===== src/rtl/spi_pkg.sv =====
// Shared SPI clock-path definitions: FSM state encoding and default sizes.
// No logic; constants only.
// Used by the Sclk generator, the shift register and the polarity controller.
package spi_pkg;

  localparam int DIV_W_DEF     = 8;
  localparam int DATA_BITS_DEF = 8;
  localparam int CNT_W_DEF     = 9;

  // SETUP/HOLD are only entered when the chip-select guard is built in.
  typedef enum logic [1:0] {
    ST_IDLE  = 2'd0,
    ST_RUN   = 2'd1,
    ST_SETUP = 2'd2,
    ST_HOLD  = 2'd3
  } spi_state_t;

endpackage


===== src/rtl/spi_sclk_gen_if.sv =====
// Request/status bundle between the transfer requester and the Sclk generator.
// Pure wiring, zero latency.
// No backpressure: start is a level request, honoured only while busy is low.
// Optional cs_n member is present when SPI_CS_GUARD_EN is defined.
interface spi_sclk_gen_if import spi_pkg::*; #(
  parameter int DIV_W = DIV_W_DEF
);
  logic             start;
  logic [DIV_W-1:0] div;
  logic             busy;
  logic             Sclk;
  logic             clk_en;
  logic             rise_stb;
  logic             fall_stb;
  logic             done;
`ifdef SPI_CS_GUARD_EN
  logic             cs_n;
`endif

  modport master (
    output start, div,
`ifdef SPI_CS_GUARD_EN
    input  cs_n,
`endif
    input  busy, Sclk, clk_en, rise_stb, fall_stb, done
  );

  modport slave (
    input  start, div,
`ifdef SPI_CS_GUARD_EN
    output cs_n,
`endif
    output busy, Sclk, clk_en, rise_stb, fall_stb, done
  );

endinterface


===== src/rtl/spi_half_period_cnt.sv =====
// Loadable half-period counter; tc marks the cycle the count equals limit.
// tc is combinational from the registered count; wrap to 0 takes one cycle.
// No backpressure; counts whenever en is high, load has priority.
module spi_half_period_cnt #(
  parameter int DIV_W = 8
) (
  input  logic             clk,
  input  logic             rst_n,
  input  logic             load,
  input  logic             en,
  input  logic [DIV_W-1:0] limit,
  output logic             tc
);

  logic [DIV_W-1:0] cnt_q;

  assign tc = en && (cnt_q == limit);

  // Count 0..limit and wrap, so a period is limit+1 cycles even at all-ones.
  always_ff @(posedge clk or negedge rst_n) begin
    if (!rst_n) begin
      cnt_q <= '0;
    end else if (load) begin
      cnt_q <= '0;
    end else if (en) begin
      cnt_q <= tc ? '0 : cnt_q + 1'b1;
    end
  end

endmodule


===== src/rtl/spi_sclk_gen.sv =====
// Raw SPI serial clock generator: divides clk, counts 2*DATA_BITS edges, strobes rise/fall/done.
// busy one cycle after an accepted start; every output registered.
// start ignored while busy; optional chip-select guard phases under SPI_CS_GUARD_EN.
module spi_sclk_gen import spi_pkg::*; #(
  parameter int DIV_W     = DIV_W_DEF,
  parameter int DATA_BITS = DATA_BITS_DEF,
  parameter int CNT_W     = CNT_W_DEF
) (
  input  logic         clk,
  input  logic         rst_n,
  spi_sclk_gen_if.slave bus
);

  // Toggle index of the final falling edge, before it is counted.
  localparam logic [CNT_W-1:0] TOG_LAST = CNT_W'(2 * DATA_BITS - 1);

  spi_state_t       state_q, state_d;
  logic [DIV_W-1:0] div_q, div_d;
  logic [CNT_W-1:0] tog_q, tog_d;
  logic             busy_q, busy_d;
  logic             sclk_q, sclk_d;
  logic             clk_en_q, clk_en_d;
  logic             rise_q, rise_d;
  logic             fall_q, fall_d;
  logic             done_q, done_d;
  logic             load;
  logic             tc;
`ifdef SPI_CS_GUARD_EN
  logic             cs_n_q, cs_n_d;
`endif

  // One counter times the half periods and, with the guard, the setup/hold windows.
  spi_half_period_cnt #(.DIV_W(DIV_W)) u_hp_cnt (
    .clk   (clk),
    .rst_n (rst_n),
    .load  (load),
    .en    (state_q != ST_IDLE),
    .limit (div_q),
    .tc    (tc)
  );

  // Next-state and next-output decode; strobes default low so they last one cycle.
  always_comb begin
    state_d  = state_q;
    div_d    = div_q;
    tog_d    = tog_q;
    busy_d   = busy_q;
    sclk_d   = sclk_q;
    clk_en_d = clk_en_q;
    rise_d   = 1'b0;
    fall_d   = 1'b0;
    done_d   = 1'b0;
    load     = 1'b0;
`ifdef SPI_CS_GUARD_EN
    cs_n_d   = cs_n_q;
`endif
    case (state_q)
      ST_IDLE: begin
        if (bus.start) begin
          load   = 1'b1;
          div_d  = bus.div;
          tog_d  = '0;
          busy_d = 1'b1;
`ifdef SPI_CS_GUARD_EN
          state_d  = ST_SETUP;
          cs_n_d   = 1'b0;
`else
          state_d  = ST_RUN;
          clk_en_d = 1'b1;
`endif
        end
      end
      ST_RUN: begin
        if (tc) begin
          sclk_d = ~sclk_q;
          rise_d = ~sclk_q;
          fall_d = sclk_q;
          tog_d  = tog_q + 1'b1;
          if (tog_q == TOG_LAST) begin
            sclk_d   = 1'b0;
            clk_en_d = 1'b0;
`ifdef SPI_CS_GUARD_EN
            state_d  = ST_HOLD;
`else
            state_d  = ST_IDLE;
            busy_d   = 1'b0;
            done_d   = 1'b1;
`endif
          end
        end
      end
`ifdef SPI_CS_GUARD_EN
      ST_SETUP: begin
        if (tc) begin
          state_d  = ST_RUN;
          clk_en_d = 1'b1;
        end
      end
      ST_HOLD: begin
        if (tc) begin
          state_d = ST_IDLE;
          busy_d  = 1'b0;
          cs_n_d  = 1'b1;
          done_d  = 1'b1;
        end
      end
`endif
      default: state_d = ST_IDLE;
    endcase
  end

  // State and output registers; reset aborts a transfer without a done pulse.
  always_ff @(posedge clk or negedge rst_n) begin
    if (!rst_n) begin
      state_q  <= ST_IDLE;
      div_q    <= '0;
      tog_q    <= '0;
      busy_q   <= 1'b0;
      sclk_q   <= 1'b0;
      clk_en_q <= 1'b0;
      rise_q   <= 1'b0;
      fall_q   <= 1'b0;
      done_q   <= 1'b0;
`ifdef SPI_CS_GUARD_EN
      cs_n_q   <= 1'b1;
`endif
    end else begin
      state_q  <= state_d;
      div_q    <= div_d;
      tog_q    <= tog_d;
      busy_q   <= busy_d;
      sclk_q   <= sclk_d;
      clk_en_q <= clk_en_d;
      rise_q   <= rise_d;
      fall_q   <= fall_d;
      done_q   <= done_d;
`ifdef SPI_CS_GUARD_EN
      cs_n_q   <= cs_n_d;
`endif
    end
  end

  assign bus.busy     = busy_q;
  assign bus.Sclk     = sclk_q;
  assign bus.clk_en   = clk_en_q;
  assign bus.rise_stb = rise_q;
  assign bus.fall_stb = fall_q;
  assign bus.done     = done_q;
`ifdef SPI_CS_GUARD_EN
  assign bus.cs_n     = cs_n_q;
`endif

endmodule


===== src/flat_wrapper.sv =====
// flat-port wrapper written by rule: the top's interface ports become plain ports
module spi_sclk_gen_flat import spi_pkg::*;
#(
  parameter int DIV_W     = DIV_W_DEF,
  parameter int DATA_BITS = DATA_BITS_DEF,
  parameter int CNT_W     = CNT_W_DEF
)
  (clk, rst_n, bus_start, bus_div, bus_busy, bus_Sclk, bus_clk_en, bus_rise_stb, bus_fall_stb, bus_done);
  spi_sclk_gen_if #(.DIV_W(DIV_W)) bus_i ();
  input  logic clk;
  input  logic rst_n;
  input wire logic [$bits(bus_i.start)-1:0] bus_start;
  input wire logic [$bits(bus_i.div)-1:0] bus_div;
  output wire logic [$bits(bus_i.busy)-1:0] bus_busy;
  output wire logic [$bits(bus_i.Sclk)-1:0] bus_Sclk;
  output wire logic [$bits(bus_i.clk_en)-1:0] bus_clk_en;
  output wire logic [$bits(bus_i.rise_stb)-1:0] bus_rise_stb;
  output wire logic [$bits(bus_i.fall_stb)-1:0] bus_fall_stb;
  output wire logic [$bits(bus_i.done)-1:0] bus_done;
  assign bus_i.start = bus_start;
  assign bus_i.div = bus_div;
  assign bus_busy = bus_i.busy;
  assign bus_Sclk = bus_i.Sclk;
  assign bus_clk_en = bus_i.clk_en;
  assign bus_rise_stb = bus_i.rise_stb;
  assign bus_fall_stb = bus_i.fall_stb;
  assign bus_done = bus_i.done;
  spi_sclk_gen #(.DIV_W(DIV_W), .DATA_BITS(DATA_BITS), .CNT_W(CNT_W)) u_core (.clk(clk), .rst_n(rst_n), .bus(bus_i));
endmodule

===== config.mk =====
export PLATFORM = sky130hd
export DESIGN_NAME = spi_sclk_gen_flat
export DESIGN_NICKNAME = d
export VERILOG_FILES = /design/src/rtl/spi_pkg.sv /design/src/rtl/spi_sclk_gen_if.sv /design/src/rtl/spi_half_period_cnt.sv /design/src/rtl/spi_sclk_gen.sv /design/src/flat_wrapper.sv
export SDC_FILE = /design/constraint.sdc
export NUM_CORES = 1
export LEC_CHECK = 0
export CORE_ASPECT_RATIO = 1.5
export CORE_MARGIN = 5
export CORE_UTILIZATION = 47
export CTS_CLUSTER_SIZE = 25
export DETAILED_ROUTE_END_ITERATION = 8
export HOLD_SLACK_MARGIN = 0.1
export PLACE_DENSITY = 0.75
export SETUP_SLACK_MARGIN = 0.5
export SLEW_MARGIN = 15
export SYNTH_ARGS = -nofsm -noshare
export SYNTH_HDL_FRONTEND = slang
export SYNTH_HIERARCHICAL = 1
export SYNTH_SLANG_ARGS = --single-unit
export TNS_END_PERCENT = 10

===== constraint.sdc =====
create_clock -name clk -period 3.3 [get_ports clk]
set_clock_uncertainty 0.05 [all_clocks]
set_input_delay 0.495 -clock clk [delete_from_list [all_inputs] [get_ports clk]]
set_output_delay 0.495 -clock clk [all_outputs]
set_load 0.005 [all_outputs]

==> summary.md, run 1 <==
| Metric | Value |
|---|---|
| Tmin final | 2015 ps |
| Hold Crit Class | reg2reg |
| Critical-path top delay cell | dfrtp_1 |
| Pint | just under 800 uW |
| Clk_lat worst skew | around 280 ps |
| Hold Buf Count CTS | 0 |
| WL final | just over 3000 um |
| Die width | around 56 um |
| Top post-synthesis cells by count | 38 x nand2_1, 30 x dfrtp_1, 8 x xnor2_1, 6 x nand3_1 |
| Slew headroom | 0.7228 |
| Post-route DRC | 0 |
| Initial core utilization | 0.4764 |
| Clock tree root driver cell | clkbuf_8 |
| Cells along the critical path | xnor2_1, nand4_2, nor3_4, nand2_1, a21o_1, a31oi_1 |
| Max-slew violation count | 0 |
| Hold WS | between 400 and 500 ps |
| Design Power | 1.199 mW |
| Syn-to-layout area delta | 18.58% |
| DIE AREA | 4382 um^2 |
| Flop pwr share | 0.491 |
| Drt first pass iters | 4 |
| Max-cap violations | 0 |
| Count leader, synth | nand2_1 |
| Crit-path max FO | 10 |
| Total CTS buffers | 5 |
| Predominant post-synthesis flop cell | dfrtp_1 |
| Post-synth net total | 159 |
| Layout cells sized above 1 | 0.07784 |
| Initial DRC count | 35 |
| # setup viols final | 0 |
| Postcts setup bufs | 0 |
| Antenna violations before repair | 0 |
| Max incr delay on CP | about 450 ps |
| Fill count | around 260 |
| Sequential cell area fraction in the yosys report | 0.5089 |
| Area leader, netlist | dfrtp_1 |
| Clock power frac | 0.224 |
| Comb pwr share | 0.285 |
| Fin. Hold Viols | 0 |
| CTS Buffer Depth | 2 |
| Finished Cell Area | 1749 um^2 |
| Fmax | a little under 0.5 GHz |
| Placed inst area | between 1500 and 2000 um^2 |
| Multi-input gate area | 685.7 um^2 |
| Unrepaired setup endpoints after global routing | false |
| Final worst path period share | 0.6107 |
| Total GRT Usage | 0.1592 |
| Vias per cell | 5.396 |
| Syn avg cell area | around 10 um^2 |
| Seq. cell area | about 750 um^2 |
| Largest cells by area after synthesis | dfrtp_1 51%, nand2_1 9.7%, xnor2_1 4.7%, mux2i_1 3.4%, xor2_1 3.0% |
| H-tree depth | 2 |
| Routed WL per cell | approximately 15 um |
| Critical path type | reg2reg |
| CP required | approximately 3400 ps |
| Switching pwr | around 410 uW |
| First-pass GRT wire length | 5347 um |
| Placeable Area | between 3000 and 4000 um^2 |
| Total number of vias | roughly 1100 |
| Area share of the largest cell type after synthesis | 0.5089 |
| Buffers on Ports | 16 |
| Clock-pin slew on the worst setup and hold paths | 60 ps |
| DP HPWL | approximately 2100 um |
| Post-synth ARST share | 1.000 |
| Cell Area, Synth | between 1000 and 1500 um^2 |
| Post-CTS sizing | 0 |
| Lkg Pwr | 0.8267 nW |
| Rows | 25 |
| Die height | a little under 80 um |
| CTS tree | built |
| Aggregate global routing overflow | 0 |
| Remaining antenna violation count | 0 |
| Worst endpoint data arrival time | between 2000 and 2500 ps |
| Post-Route Setup TNS | 0 ps |
| Vias in the first global route | 1184 |
| Critical path launch point type | flip-flop |
| Status | completed |
| CTS Sinks | 30 |
| Post-layout util | 0.5648 |
| Placer congestion estimate | about 0.8 |
| Register bit total from synthesis | 30 |
| IO Pins | 17 |
| Antenna cells | 0 |
| Switching share of total power | 0.3412 |
| Syn Inst Count | ~150 |
| VDD IR max | roughly 0.48 mV |
| Synth warnings | 6 |
| Final #Nets | 180 |
| Slew @ Worst Pin | just over 400 ps |
| Library cells used by synthesis | 33 |
| PwrDens | 685.3 nW/um^2 |
| Largest net degree at the start of global routing | 31 |
| CP Capture Type | flip-flop |
| Post-synth EDFFs | 0 |
## routing by layer
metal / GRT usage / part of all wire / vias up
li1: - / - / 545
met1: 0.1684 / 0.42 / 540
met2: 0.2678 / 0.51 / 23
met3: 0.05921 / 0.045 / 9
met4: 0.09246 / 0.026 / 0
met5: 0 / 0 / -
## power by group through the flow
| stage | Combinational, mW | Sequential, mW | Clock (mW) |
|---|---|---|---|
| finish | 0.341 | 0.589 | 0.269 |
| global route | 0.389 | 0.602 | 0.305 |
| CTS | 0.344 | 0.587 | 0.285 |
| detailed placement | 0.341 | 0.593 | 0 |
| global placement | 0.324 | 0.588 | 0 |
| floorplan | 0.262 | 0.560 | 0 |
## worst max-delay path, delay by kind of cell, from the launching register on
family / cells / cell delay [ps]
and+or+nand+nor: 3 / 850
DFF: 1 / 450
xor gates and xnor gates: 1 / 200
AOI/OAI and AO/OA: 2 / 380
## cells by family (layout without fill, tap and decap cells)
| group | Yosys count | after routing | synth area share |
|---|---|---|---|
| AO/OA/AOI/OAI | 16 | 16 | 0.08228 |
| XOR/XNOR | 13 | 13 | 0.07718 |
| adder cells (fa/ha/maj) | 2 | 2 | 0.01696 |
| buffers and inverters | 6 | 27 | 0.02629 |
| flip-flops | 30 | 30 | 0.5089 |
| multiplexers | 5 | 5 | 0.03393 |
| AND/OR/NAND/NOR | 74 | 74 | 0.2545 |
## per-stage QoR
| step | setup WS, ps | instances |
|---|---|---|
| finish | 1285 | 207 |
| global placement | 1097 | 200 |
| floorplan | 1607 | 146 |
| global route | 1027 | 207 |
| detailed placement | 1050 | 200 |
| CTS | 1302 | 207 |
## worst paths after layout
check,slack (ps),from,cells after the start,endpoint
setup / recovery,1280,u_core/u_hp_cnt/cnt_q[2]$_DFFE_PN0P_,6,u_core/tog_q[5]$_DFFE_PN0P_
hold / removal,440,u_core/tog_q[8]$_DFFE_PN0P_,1,u_core/tog_q[8]$_DFFE_PN0P_
setup reg to reg,1280,u_core/u_hp_cnt/cnt_q[2]$_DFFE_PN0P_,6,u_core/tog_q[5]$_DFFE_PN0P_
hold reg to reg,440,u_core/tog_q[8]$_DFFE_PN0P_,1,u_core/tog_q[8]$_DFFE_PN0P_
max in group asynchronous,2380,rst_n,2,u_core/tog_q[1]$_DFFE_PN0P_
min in group asynchronous,550,rst_n,2,u_core/u_hp_cnt/cnt_q[3]$_DFFE_PN0P_
## sequential cells by signal, indices dropped and copies added (netlist names)
register               count
u_core/tog_q               9
u_core/div_q               8
u_core/u_hp_cnt/cnt_q      8
u_core/bus.Sclk            1
u_core/bus.clk_en          1
u_core/bus.done            1
u_core/bus.fall_stb        1
u_core/bus.rise_stb        1
## layout make-up
type                            count  share of cell area
Tap cell                           40             0.02861
Inverter                            1            0.002146
Timing Repair Buffer               19              0.1044
Sequential cell                    30              0.4292
Multi-Input combinational cell    110              0.3920
Clock buffer                        7             0.04363
## placed cells by master (no fill, tap or decap), drive strengths merged, types with 3 or more instances in the layout
| cell type | synthesis | routed |
|---|---|---|
| clkbuf | 0 | 7 |
| xnor2 | 8 | 8 |
| mux2i | 5 | 5 |
| buf | 5 | 3 |
| nand2b | 5 | 5 |
| dfrtp | 30 | 30 |
| and3 | 3 | 3 |
| clkdlybuf4s50 | 0 | 16 |
| a31oi | 3 | 3 |
| nor3 | 6 | 6 |
| xor2 | 5 | 5 |
| nor2 | 5 | 5 |
| nand2 | 38 | 38 |
| nand3 | 6 | 6 |
| nand4 | 5 | 5 |
Power figures use the tool's default switching activity.
==> run 2, diff against run 1 <==
- PLACE_DENSITY: 0.75 -> 0.77
- clock period: 3.3 -> 1.7 ns (I/O delays scaled with it)
==> summary.md, run 2 (synthesis results as in run 1) <==
| Metric | Value |
|---|---|
| Met1 WL | 1252 um (-0.71%) |
| # setup viols final | 0 (unchanged) |
| WL final | 3504 um (+16%) |
| CTS tree | built |
| Final worst path period share | 0.9959 (+0.3851) |
| FF-to-FF End | u_core/tog_q[8]$_DFFE_PN0P_ |
| Status | completed |
| CP endpoint | u_core/tog_q[8]$_DFFE_PN0P_ |
| Rows | 25 (unchanged) |
| Finished Layout Cells | 225 (+8.7%) |
| Clock-pin slew on the worst setup and hold paths | 70 ps (about the same) |
| Antenna cells | 0 (unchanged) |
| Routed WL per cell | 15.57 um (+6.6%) |
| Dpl cells | 215 (+7.5%) |
| Die width | 55.75 um (unchanged) |
| Final #Nets | 197 (+9.4%) |
| Initial core utilization | 0.4764 (unchanged) |
| IO Pins | 17 (unchanged) |
| Top Metal Used | met4 |
| CTS Sinks | 30 (unchanged) |
| Fin. Hold Viols | 0 (unchanged) |
| Placer congestion estimate | 0.9496 (+17%) |
| Unrepaired setup endpoints after global routing | true |
| Cells on worst reg2reg path | 6 (unchanged) |
| Fmax | 0.5907 GHz (+19%) |
| Placeable Area | 3097 um^2 (unchanged) |
| Critical path type | reg2reg |
| CTS Buffer Depth | 2 (unchanged) |
| Vias per cell | 5.489 (+1.7%) |
| Reg2reg start | u_core/div_q[2]$_DFFE_PN0P_ |
| CP required | 1820 ps (-1620 ps) |
| Worst endpoint data arrival time | 1820 ps (-340 ps) |
| Critical path launch point type | flip-flop |
| Total GRT Usage | 0.1719 (+0.01270) |
| Post-layout util | 0.6404 (+0.07556) |
| Max-cap violations | 0 (unchanged) |
| Clock tree root driver cell | clkbuf_8 |
| Lkg Pwr | 1.002 nW (+21%) |
| R2R Setup Slk | 7 ps (-1280 ps) |
| Most frequent cells in the layout | 37 x nand2_1, 29 x dfrtp_1, 19 x buf_4 |
| Largest Register | u_core/tog_q |
| Die height | 78.62 um (unchanged) |
| Buffers on Ports | 16 (unchanged) |
| DIE AREA | 4382 um^2 (unchanged) |
| Hold WS | 245.7 ps (-190.5 ps) |
| H-tree depth | 2 (unchanged) |
| Layout cells sized above 1 | 0.2703 (+0.1924) |
| Slew headroom | 0.8428 (+0.1200) |
| Largest net degree at the start of global routing | 20 (-35%) |
| Post-route DRC | 0 (unchanged) |
| Remaining antenna violation count | 0 (unchanged) |
| PwrDens | 1390 nW/um^2 (+100%) |
| Antenna violations before repair | 0 (unchanged) |
| Hold Crit Class | in2async |
| Worst setup startpoint | u_core/div_q[2]$_DFFE_PN0P_ |
| Slew @ Worst Pin | 235.1 ps (-179.3 ps) |
| DR WL met2 | 1923 um (+24%) |
| First-pass GRT wire length | 5830 um (+9.0%) |
| Largest registers | u_core/tog_q x9, u_core/div_q x8, u_core/u_hp_cnt/cnt_q x8 |
| Max-slew violation count | 0 (unchanged) |
| Met3 wire len | 199 um (+47%) |
| Drt first pass iters | 4 (unchanged) |
| VDD IR max | 0.9713 mV (+100%) |
| Aggregate global routing overflow | 0 (unchanged) |
| Initial DRC count | 39 (+11%) |
| CP Capture Type | flip-flop |
| DP HPWL | 2458 um (+15%) |
| Vias in the first global route | 1314 (+11%) |
| Post-Route Setup TNS | 0 ps (unchanged) |
| Commonest non-fill, non-tap cell in the layout | nand2_1 |
| Max reg flops | 9 (unchanged) |
| Syn-to-layout area delta | 34.44% |
| Crit-path max FO | 5 (-5) |
| Tmin final | 1693 ps (-322.5 ps) |
| Total number of vias | 1235 (+11%) |
| Fill count | 254 (-3.8%) |
| Design Power | 2.757 mW (+130%) |
| Clk_lat worst skew | 290 ps (about the same) |
| Total CTS buffers | 5 (unchanged) |
run 2: changes by cell type in the layout (fill, tap and decap cells not counted), sizes merged:
| cell | change |
|---|---|
| buf | +19 |
| clkdlybuf4s50 | -6 |
| dlymetal6s2s | +3 |
| clkinv | +1 |
| clkinvlp | +1 |
run 2: how the worst min path moves through the flow:
stage / endpoint / start / cells after the start / slack [ps]
after floorplan: u_core/bus.Sclk$_DFFE_PN0P_ / rst_n / 0 / -90
after global placement: u_core/tog_q[8]$_DFFE_PN0P_ / u_core/tog_q[8]$_DFFE_PN0P_ / 1 / 420
after detailed placement: u_core/tog_q[8]$_DFFE_PN0P_ / u_core/tog_q[8]$_DFFE_PN0P_ / 1 / 440
after CTS: u_core/u_hp_cnt/cnt_q[4]$_DFFE_PN0P_ / rst_n / 2 / 250
after global routing: u_core/div_q[0]$_DFFE_PN0P_ / rst_n / 2 / 260
final: u_core/u_hp_cnt/cnt_q[4]$_DFFE_PN0P_ / rst_n / 2 / 250
run 2: repair_timing:
action | 4_1_cts | 5_1_grt
endpoints found under the setup margin | 28 | 28
hold buffers | 0 | 0
pin swaps | 2 | 8
resized for setup | 2 | 23
setup buffers | 1 | 1
hold endpoints to repair | 0 | 0
run 2: routing by layer:
layer  GRT usage  vias up
li1            -      580
met1      0.1661      600
met2      0.3081       42
met3     0.05757       13
met4      0.1071        0
met5           0        -
run 2: worst max-delay path, cell delays in order, from the launching register on:
cell and delay [ps]:
dfrtp_1 410, xnor2_2 190, nand4_2 180, nor3_4 240, and3_4 260, nand4_1 110, mux2i_1 140
run 2: metrics by stage:
stage / area (um^2) / worst slack [ps]
floorplan: 1485 / 12.43
detailed placement: 1792 / -95.21
global placement: 1792 / 42.17
finish: 1983 / 6.992
global route: 1983 / -80.80
CTS: 1899 / 34.31
run 2: report_power, final:
| group | switching (mW) | internal, mW |
|---|---|---|
| combinational | 0.508 | 0.557 |
| clock | 0.276 | 0.325 |
| sequential | 0.185 | 0.907 |
run 2: area by class of cell:
class,count,area [um^2],share of cell area
well taps,40,50.05,0.02524
inverters,1,6.256,0.003155
repair buffers,36,319.1,0.1609
clock buffers,6,82.58,0.04164
clock inverters,2,12.51,0.006309
multi-input cells,110,760.7,0.3836
flip-flops and latches,30,752.0,0.3792
